### src/rtl/conv_ctrl_pkg.sv
// Shared types and sizing helpers for the conv_node sequencer.
//   state_e  : sequencer states
//   calc_n   : MAC steps per window (kernel rows * columns)
//   calc_iw  : index/address width covering 0..N (N is the bias address)
//   calc_cw  : window counter width (at least 1 bit)
package conv_ctrl_pkg;

  typedef enum logic [1:0] {
    IDLE  = 2'd0,
    MAC   = 2'd1,
    BIAS  = 2'd2,
    LATCH = 2'd3
  } state_e;

  function automatic int unsigned calc_n(input int unsigned kh, input int unsigned kw);
    return kh * kw;
  endfunction

  function automatic int unsigned calc_iw(input int unsigned n);
    return $clog2(n + 1);
  endfunction

  function automatic int unsigned calc_cw(input int unsigned nw);
    return (nw > 1) ? $clog2(nw) : 1;
  endfunction

endpackage

### src/rtl/conv_ctrl_out_reg.sv
// Result-side handshake register: tracks whether conv_node data holds an
// unconsumed result, the last-of-frame flag and the frame-done pulse.
// Ports:
//   clk_i, reset_n_i : clock, async active-low reset
//   start            : result is latched into the conv_node at the next edge
//   is_last          : the result being latched is the last window of a frame
//   ready            : downstream accepts the current result
//   valid            : unconsumed result present
//   last             : flag travelling with valid
//   frame_done       : one-cycle pulse after the last result is consumed
module conv_ctrl_out_reg (
  input  logic clk_i,
  input  logic reset_n_i,
  input  logic start,
  input  logic is_last,
  input  logic ready,
  output logic valid,
  output logic last,
  output logic frame_done
);

  // A start in the handshake cycle overwrites the consumed result, so valid stays set.
  always_ff @(posedge clk_i or negedge reset_n_i) begin
    if (!reset_n_i) begin
      valid      <= 1'b0;
      last       <= 1'b0;
      frame_done <= 1'b0;
    end else begin
      frame_done <= valid & ready & last;
      if (start) begin
        valid <= 1'b1;
        last  <= is_last;
      end else if (valid && ready) begin
        valid <= 1'b0;
        last  <= 1'b0;
      end
    end
  end

endmodule

### src/rtl/conv_node_ctrl.sv
// Sequencer driving a conv_node: accepts a kernel window, steps the MAC
// index over N weights, issues the bias step, then pulses start to latch
// the sum, and presents results downstream with per-frame last tracking.
// Ports:
//   clk_i, reset_n_i          : clock, async active-low reset
//   valid_i / ready_o         : upstream window handshake
//   win_load_o                : window register load (accepted handshake)
//   ps_o, add_bias_o, start_o : conv_node accumulate / bias / latch controls
//   input_index_o             : data index, always equal to weight_addr_o
//   weight_addr_o             : weight ROM address (N selects the bias)
//   valid_o / ready_i         : downstream result handshake
//   last_o                    : result is the last window of the frame
//   frame_done_o              : pulse after the last result is consumed
module conv_node_ctrl
  import conv_ctrl_pkg::*;
#(
  parameter  int unsigned KERNEL_HEIGHT = 3,
  parameter  int unsigned KERNEL_WIDTH  = 2,
  parameter  int unsigned NUM_WINDOWS   = 8,
  localparam int unsigned N             = calc_n(KERNEL_HEIGHT, KERNEL_WIDTH),
  localparam int unsigned IW            = calc_iw(N)
) (
  input  logic          clk_i,
  input  logic          reset_n_i,
  input  logic          valid_i,
  output logic          ready_o,
  output logic          win_load_o,
  output logic          ps_o,
  output logic          start_o,
  output logic          add_bias_o,
  output logic [IW-1:0] input_index_o,
  output logic [IW-1:0] weight_addr_o,
  output logic          valid_o,
  input  logic          ready_i,
  output logic          last_o,
  output logic          frame_done_o
);

  localparam int unsigned CW = calc_cw(NUM_WINDOWS);

  state_e        state, state_nxt;
  logic [IW-1:0] idx, idx_nxt;
  logic [IW-1:0] index;
  logic [CW-1:0] win_cnt;
  logic          is_last;

  // State and MAC index registers.
  always_ff @(posedge clk_i or negedge reset_n_i) begin
    if (!reset_n_i) begin
      state <= IDLE;
      idx   <= '0;
    end else begin
      state <= state_nxt;
      idx   <= idx_nxt;
    end
  end

  // Next state and conv_node controls.
  always_comb begin
    state_nxt  = state;
    idx_nxt    = idx;
    ready_o    = 1'b0;
    ps_o       = 1'b0;
    start_o    = 1'b0;
    add_bias_o = 1'b0;
    index      = '0;
    case (state)
      IDLE: begin
        ready_o = 1'b1;
        if (valid_i) begin
          idx_nxt   = '0;
          state_nxt = MAC;
        end
      end
      MAC: begin
        ps_o    = 1'b1;
        index   = idx;
        idx_nxt = idx + IW'(1);
        if (idx == IW'(N - 1)) begin
          state_nxt = BIAS;
        end
      end
      BIAS: begin
        ps_o       = 1'b1;
        add_bias_o = 1'b1;
        index      = IW'(N);
        state_nxt  = LATCH;
      end
      LATCH: begin
        // Hold off while an unconsumed result would be overwritten.
        if (!(valid_o && !ready_i)) begin
          start_o   = 1'b1;
          state_nxt = IDLE;
        end
      end
      default: begin
        state_nxt = IDLE;
      end
    endcase
  end

  assign win_load_o    = valid_i & ready_o;
  assign input_index_o = index;
  assign weight_addr_o = index;

  // Window position within the frame, advanced per latched result.
  always_ff @(posedge clk_i or negedge reset_n_i) begin
    if (!reset_n_i) begin
      win_cnt <= '0;
    end else if (start_o) begin
      win_cnt <= (win_cnt == CW'(NUM_WINDOWS - 1)) ? '0 : win_cnt + CW'(1);
    end
  end

  assign is_last = (win_cnt == CW'(NUM_WINDOWS - 1));

  conv_ctrl_out_reg u_out_reg (
    .clk_i      (clk_i),
    .reset_n_i  (reset_n_i),
    .start      (start_o),
    .is_last    (is_last),
    .ready      (ready_i),
    .valid      (valid_o),
    .last       (last_o),
    .frame_done (frame_done_o)
  );

endmodule

### config.mk
export PLATFORM = sky130hd
export DESIGN_NAME = conv_node_ctrl
export DESIGN_NICKNAME = d
export VERILOG_FILES = /design/src/rtl/conv_ctrl_pkg.sv /design/src/rtl/conv_ctrl_out_reg.sv /design/src/rtl/conv_node_ctrl.sv
export SDC_FILE = /design/constraint.sdc
export NUM_CORES = 1
export LEC_CHECK = 0
export CORE_ASPECT_RATIO = 1.25
export CORE_MARGIN = 4
export CORE_UTILIZATION = 30
export CTS_CLUSTER_DIAMETER = 100
export DETAILED_ROUTE_END_ITERATION = 6
export PLACE_DENSITY = 0.68
export SYNTH_ARGS = -nofsm -noshare
export SYNTH_HDL_FRONTEND = slang
export SYNTH_SLANG_ARGS = --single-unit
### constraint.sdc
create_clock -name clk_i -period 1.5 [get_ports clk_i]
set_input_delay 0.45 -clock clk_i [delete_from_list [all_inputs] [get_ports clk_i]]
set_output_delay 0.45 -clock clk_i [all_outputs]
set_load 0.01 [all_outputs]
Word level (Yosys, flattened, before mapping):

Index checks and enable logic that the tools add are counted.

* bits in registers: 11
* input bits: 4
* output and inout bits: 14

* muxes and demuxes: 16
* reduce and logical (&&, ||, !) cells: 9
* bitwise logic cells: 3
* equality and inequality tests: 8
* add/sub/neg operators: 2

Operators by type and width (count)
* case mux 3 bit (2 select lines): 2
* two-way mux 1 bit: 8
* case mux 2 bit (4 select lines): 1
* adder 3 x 1 -> 3 bit, second input constant: 2
* equality test 3 bit, second input constant: 2
* two-way mux 2 bit: 3
* two-way mux 3 bit: 2
* inequality test 2 bit, second input constant: 3
* equality test 2 bit, second input constant: 2
* nonzero test 2 bit: 2
* bitwise AND 1 bit: 3
* AND reduction 3 bit: 1
* equality test 2 x 1 -> 1 bit, second input constant: 1
* logical AND 1 bit: 2
* logical NOT 2 bit: 1
* AND reduction 2 bit: 1
* OR reduction 2 bit: 1
* logical NOT 1 bit: 1

Depth between registers and ports, before layout:

* depth after elaboration: 5
* mapped depth: 5

Modules after synthesis:

Synthesis repeated with hierarchy kept, for this count alone.

* cells, all modules: 62
* area, all modules: 695.7 um^2

By module, submodules not included
* conv_node_ctrl: sequential area each 200.2 um^2, cells each 53, area each 579.3 um^2, instances 1
* conv_ctrl_out_reg: sequential area each 75.1 um^2, cells each 9, area each 116.4 um^2, instances 1

Least setup slack after synthesis:

OpenSTA, ideal clock, no wires.

* kind: register to output
* start point: register state[0]
* end point: output port weight_addr_o[1]
* cell stages (with the launch flop): 5
* setup slack: -204 ps
* arrival time: 1254 ps
* cells stage by stage: dfrtp_1 > inv_1 > ha_1 > nor2b_1 > buf_4

* cells in the longest elaborated chain, start to end: 2

Ends and longest elaborated chain
* start, declared: RTL line conv_node_ctrl.sv:41 `state_e state, state_nxt;`
* start signal, assigned: RTL line conv_node_ctrl.sv:53 `state <= state_nxt;`
* equality test 2 bit or equality test 2 x 1 -> 1 bit (tied branches): RTL line conv_node_ctrl.sv:67 `case (state)`
* case mux 3 bit (2 select lines) *: RTL line conv_node_ctrl.sv:67
* end, declared: RTL line conv_node_ctrl.sv:32 `output logic [IW-1:0] weight_addr_o,`

Every way passes the cells marked *; elsewhere a longest branch is shown, timed or not.

Worst setup path after layout:

* start point: register state[0]
* end point: output port weight_addr_o[2]

Same word-level chain as after synthesis.

==> impl_metrics.env <==
export IMPL_status="finished, violations left"
export IMPL_violations="negative setup slack"
export IMPL_dieArea_mm2=0.00308
export IMPL_rsz0062_at_grt="true"
export IMPL_die_width_um=50.4
export IMPL_syn_to_final_growth_pct=83.9
export IMPL_max_vdd_ir_drop_v=0.00130
export IMPL_grt_max_degree=12
export IMPL_pwr_share_seq=0.180
export IMPL_setup_slack_ns=-0.340
export IMPL_synth_cells=61
export IMPL_grt_overflow_total=0
export IMPL_avgViaCountPerCell=4.70
export IMPL_hold_path_class="in2async"
export IMPL_preCtsSetupSlack_ns=-0.641
export IMPL_synth_net_count=74
export IMPL_wirelength_um=1730
export IMPL_vias=625
export IMPL_pwr_share_comb=0.751
export IMPL_internal_power_mw=1.77
export IMPL_yosys_warnings=0
export IMPL_syn_area_per_cell_um2=11.1
export IMPL_ios=18
export IMPL_p_sw_mw=1.08
export IMPL_path_class="reg2out"
export IMPL_port_buffers=17
export IMPL_max_clock_freq_ghz=0.544
export IMPL_antenna_cells=0
export IMPL_critPathMaxFanout=4
export IMPL_synth_seq_area_share=0.408
export IMPL_cts_path_max_buffers=2
export IMPL_cts_buffers=3
export IMPL_stdcell_count=133
export IMPL_wl_per_cell_um=13.0
export IMPL_antenna_found_initial=0
export IMPL_arrival_ns=1.39
export IMPL_regArea_um2=275
export IMPL_cts_root_buf="clkbuf_4"
export IMPL_worst_slew_pin_slew_ns=0.252
export IMPL_cap_viol_max_count=0
export IMPL_start_util=0.329
export IMPL_cts_tree="built"
export IMPL_setup_viol=12
export IMPL_hold_buffers=0
export IMPL_ys_seq_elements=11
export IMPL_end_kind="output pin"
export IMPL_r2r_cells=6
export IMPL_rows=18
export IMPL_gp_congestion=0.705
export IMPL_nets=117
export IMPL_drt_iter0_drc=4
export IMPL_drc=0
export IMPL_hpwlAfterDp_um=1200
export IMPL_skew_ns=0.000468
export IMPL_drtAntennaViolNets=0
export IMPL_dp_cells=122
export IMPL_rr_startpoint="state[0]$_DFFE_PN0P_"
export IMPL_min_period_ns=1.84
export IMPL_hold_viol=0
export IMPL_slew_viol_final=0
export IMPL_slowest_stage="dfrtp_1"
export IMPL_clkTransAtPathRegs_ns=0.07
export IMPL_critPathMaxStageDelay_ns=0.40
export IMPL_coreArea_mm2=0.00205
export IMPL_nFillCells=175
export IMPL_crit_start="state[0]$_DFFE_PN0P_"
export IMPL_maxSlewHeadroom=0.832
export IMPL_drive_gt1_frac=0.621
export IMPL_rr_endpoint="state[0]$_DFFE_PN0P_"
export IMPL_cts_htree_levels=1
export IMPL_clock_power_share=0.069
export IMPL_cp_common_cell="buf_6"
export IMPL_fp_dieH_um=61.0
export IMPL_multi_input_area_um2=517
export IMPL_pwr_density_cell_mw_per_mm2=2290
export IMPL_cp_required_ns=1.05
export IMPL_path_cells="buf_6 > buf_6 > ha_4 > a21oi_4 > nor2b_4 > buf_6"
export IMPL_synth_area_um2=674
export IMPL_clkLatencyLatePin_ns=0.26
export IMPL_ys_types=20
export IMPL_grt_usage=0.121
export IMPL_reg2reg_slack_ns=-0.10
export IMPL_fin_crit_sh=1.23
export IMPL_p_sw_frac=0.378
export IMPL_cp_start_kind="flip-flop"
export IMPL_clock_sinks=11
export IMPL_grt_pass1_wl_um=2800
export IMPL_grt_pass1_vias=674
export IMPL_drt_first_pass_iters=2
export IMPL_power_leakage_nw=0.597
## layout make-up
cell class	count	area share
sequential	11	0.222
multi-input combinational	42	0.417
tap	30	0.0303
inverter	5	0.0172
timing repair buffer	41	0.293
clock buffer	4	0.0212
## flip-flops by register name, summed over array words and instances (netlist names)
signal and cells:
idx 3, win_cnt 3, state 2, u_out_reg.frame_done 1, u_out_reg.last 1, u_out_reg.valid 1
## worst max-delay path by stage
stage	endpoint	slack, ns	cells past startpoint
floorplan	weight_addr_o[0]	-0.03	4
global placement	start_o	-0.62	5
detailed placement	start_o	-0.64	5
CTS	input_index_o[2]	-0.34	6
global route	weight_addr_o[2]	-0.39	6
finish	weight_addr_o[2]	-0.34	6
## critical path, delay by kind of cell, from the launching register on
kind                       cells  cell delay [ns]
DFF                            1             0.40
buffers and inverters          3             0.35
AOI/OAI and AO/OA              1             0.14
and+or+nand+nor                1             0.06
adders and majority gates      1             0.18
## logic make-up (layout without fill, tap and decap cells)
group | Yosys count | after routing | synth area share
buf+inv | 8 | 50 | 0.0612
fa+ha+maj | 9 | 9 | 0.167
simple gates | 17 | 17 | 0.158
flops | 11 | 11 | 0.408
compound gates | 12 | 12 | 0.139
mux | 4 | 4 | 0.0668
## power by group through the flow
stage / clock [mW] / sequential, mW / combinational (mW)
final: 0.196 / 0.511 / 2.14
after global routing: 0.225 / 0.531 / 2.32
after CTS: 0.205 / 0.511 / 1.97
after detailed placement: 0 / 0.518 / 1.63
after global placement: 0 / 0.513 / 1.60
after floorplan: 0 / 0.543 / 0.933
## cell usage after synthesis
| library cell | n | area [um^2] |
|---|---|---|
| o32a_1 | 1 | 10.0 |
| o22ai_1 | 1 | 6.26 |
| nor2b_4 | 1 | 13.8 |
| buf_4 | 3 | 22.5 |
| and3_1 | 2 | 12.5 |
| mux2_2 | 4 | 45.0 |
| dfrtp_1 | 11 | 275 |
| nand2b_1 | 4 | 25.0 |
| a32o_1 | 2 | 20.0 |
| a21oi_1 | 2 | 10.0 |
| ha_1 | 9 | 113 |
| and2_1 | 1 | 6.26 |
| a221oi_2 | 1 | 15.0 |
| o21ai_0 | 3 | 15.0 |
| nor2_1 | 1 | 3.75 |
| a22o_1 | 2 | 17.5 |
| nor2b_1 | 4 | 25.0 |
| nand2_1 | 3 | 11.3 |
| inv_1 | 5 | 18.8 |
| nand2b_2 | 1 | 8.76 |
## layout by cell type (no fill, tap or decap), drive strengths merged
cell type	count
buf	35
dfrtp	11
ha	9
nor2b	5
inv	5
nand2b	5
clkbuf	5
mux2	4
clkdlybuf4s50	3
nand2	3
o21ai	3
a21oi	2
a32o	2
a22o	2
dlygate4sd2	2
and3	2
and2	1
nor2	1
a221oi	1
o22ai	1
o32a	1
## timing repair
| item | CTS | global route |
|---|---|---|
| setup endpoints to repair | 16 | 17 |
| setup buffers | 6 | 1 |
| resized for setup | 72 | 10 |
| pin swaps | 6 | 0 |
## layer usage
| layer | vias up | GRT usage | wire length (um) |
|---|---|---|---|
| li1 | 293 | - | - |
| met1 | 305 | 0.134 | 705 |
| met2 | 23 | 0.222 | 902 |
| met3 | 4 | 0.0412 | 98 |
| met4 | 0 | 0.0346 | 27 |
| met5 | - | 0 | 0 |
## metrics by stage
stage / hold slack [ns] / instance area [um^2] / util / setup TNS [ns] / power (mW)
final: 0.484 / 1240 / 0.605 / -3.18 / 2.85
after global routing: 0.500 / 1240 / 0.605 / -3.92 / 3.07
after CTS: 0.483 / 1190 / 0.579 / -3.15 / 2.69
after detailed placement: 0.507 / 1040 / 0.509 / -6.13 / 2.15
after global placement: 0.494 / 1040 / 0.509 / -5.75 / 2.12
after floorplan: 0.154 / 737 / - / -0.0725 / 1.48
No activity file was read; power rests on OpenSTA's default activity.
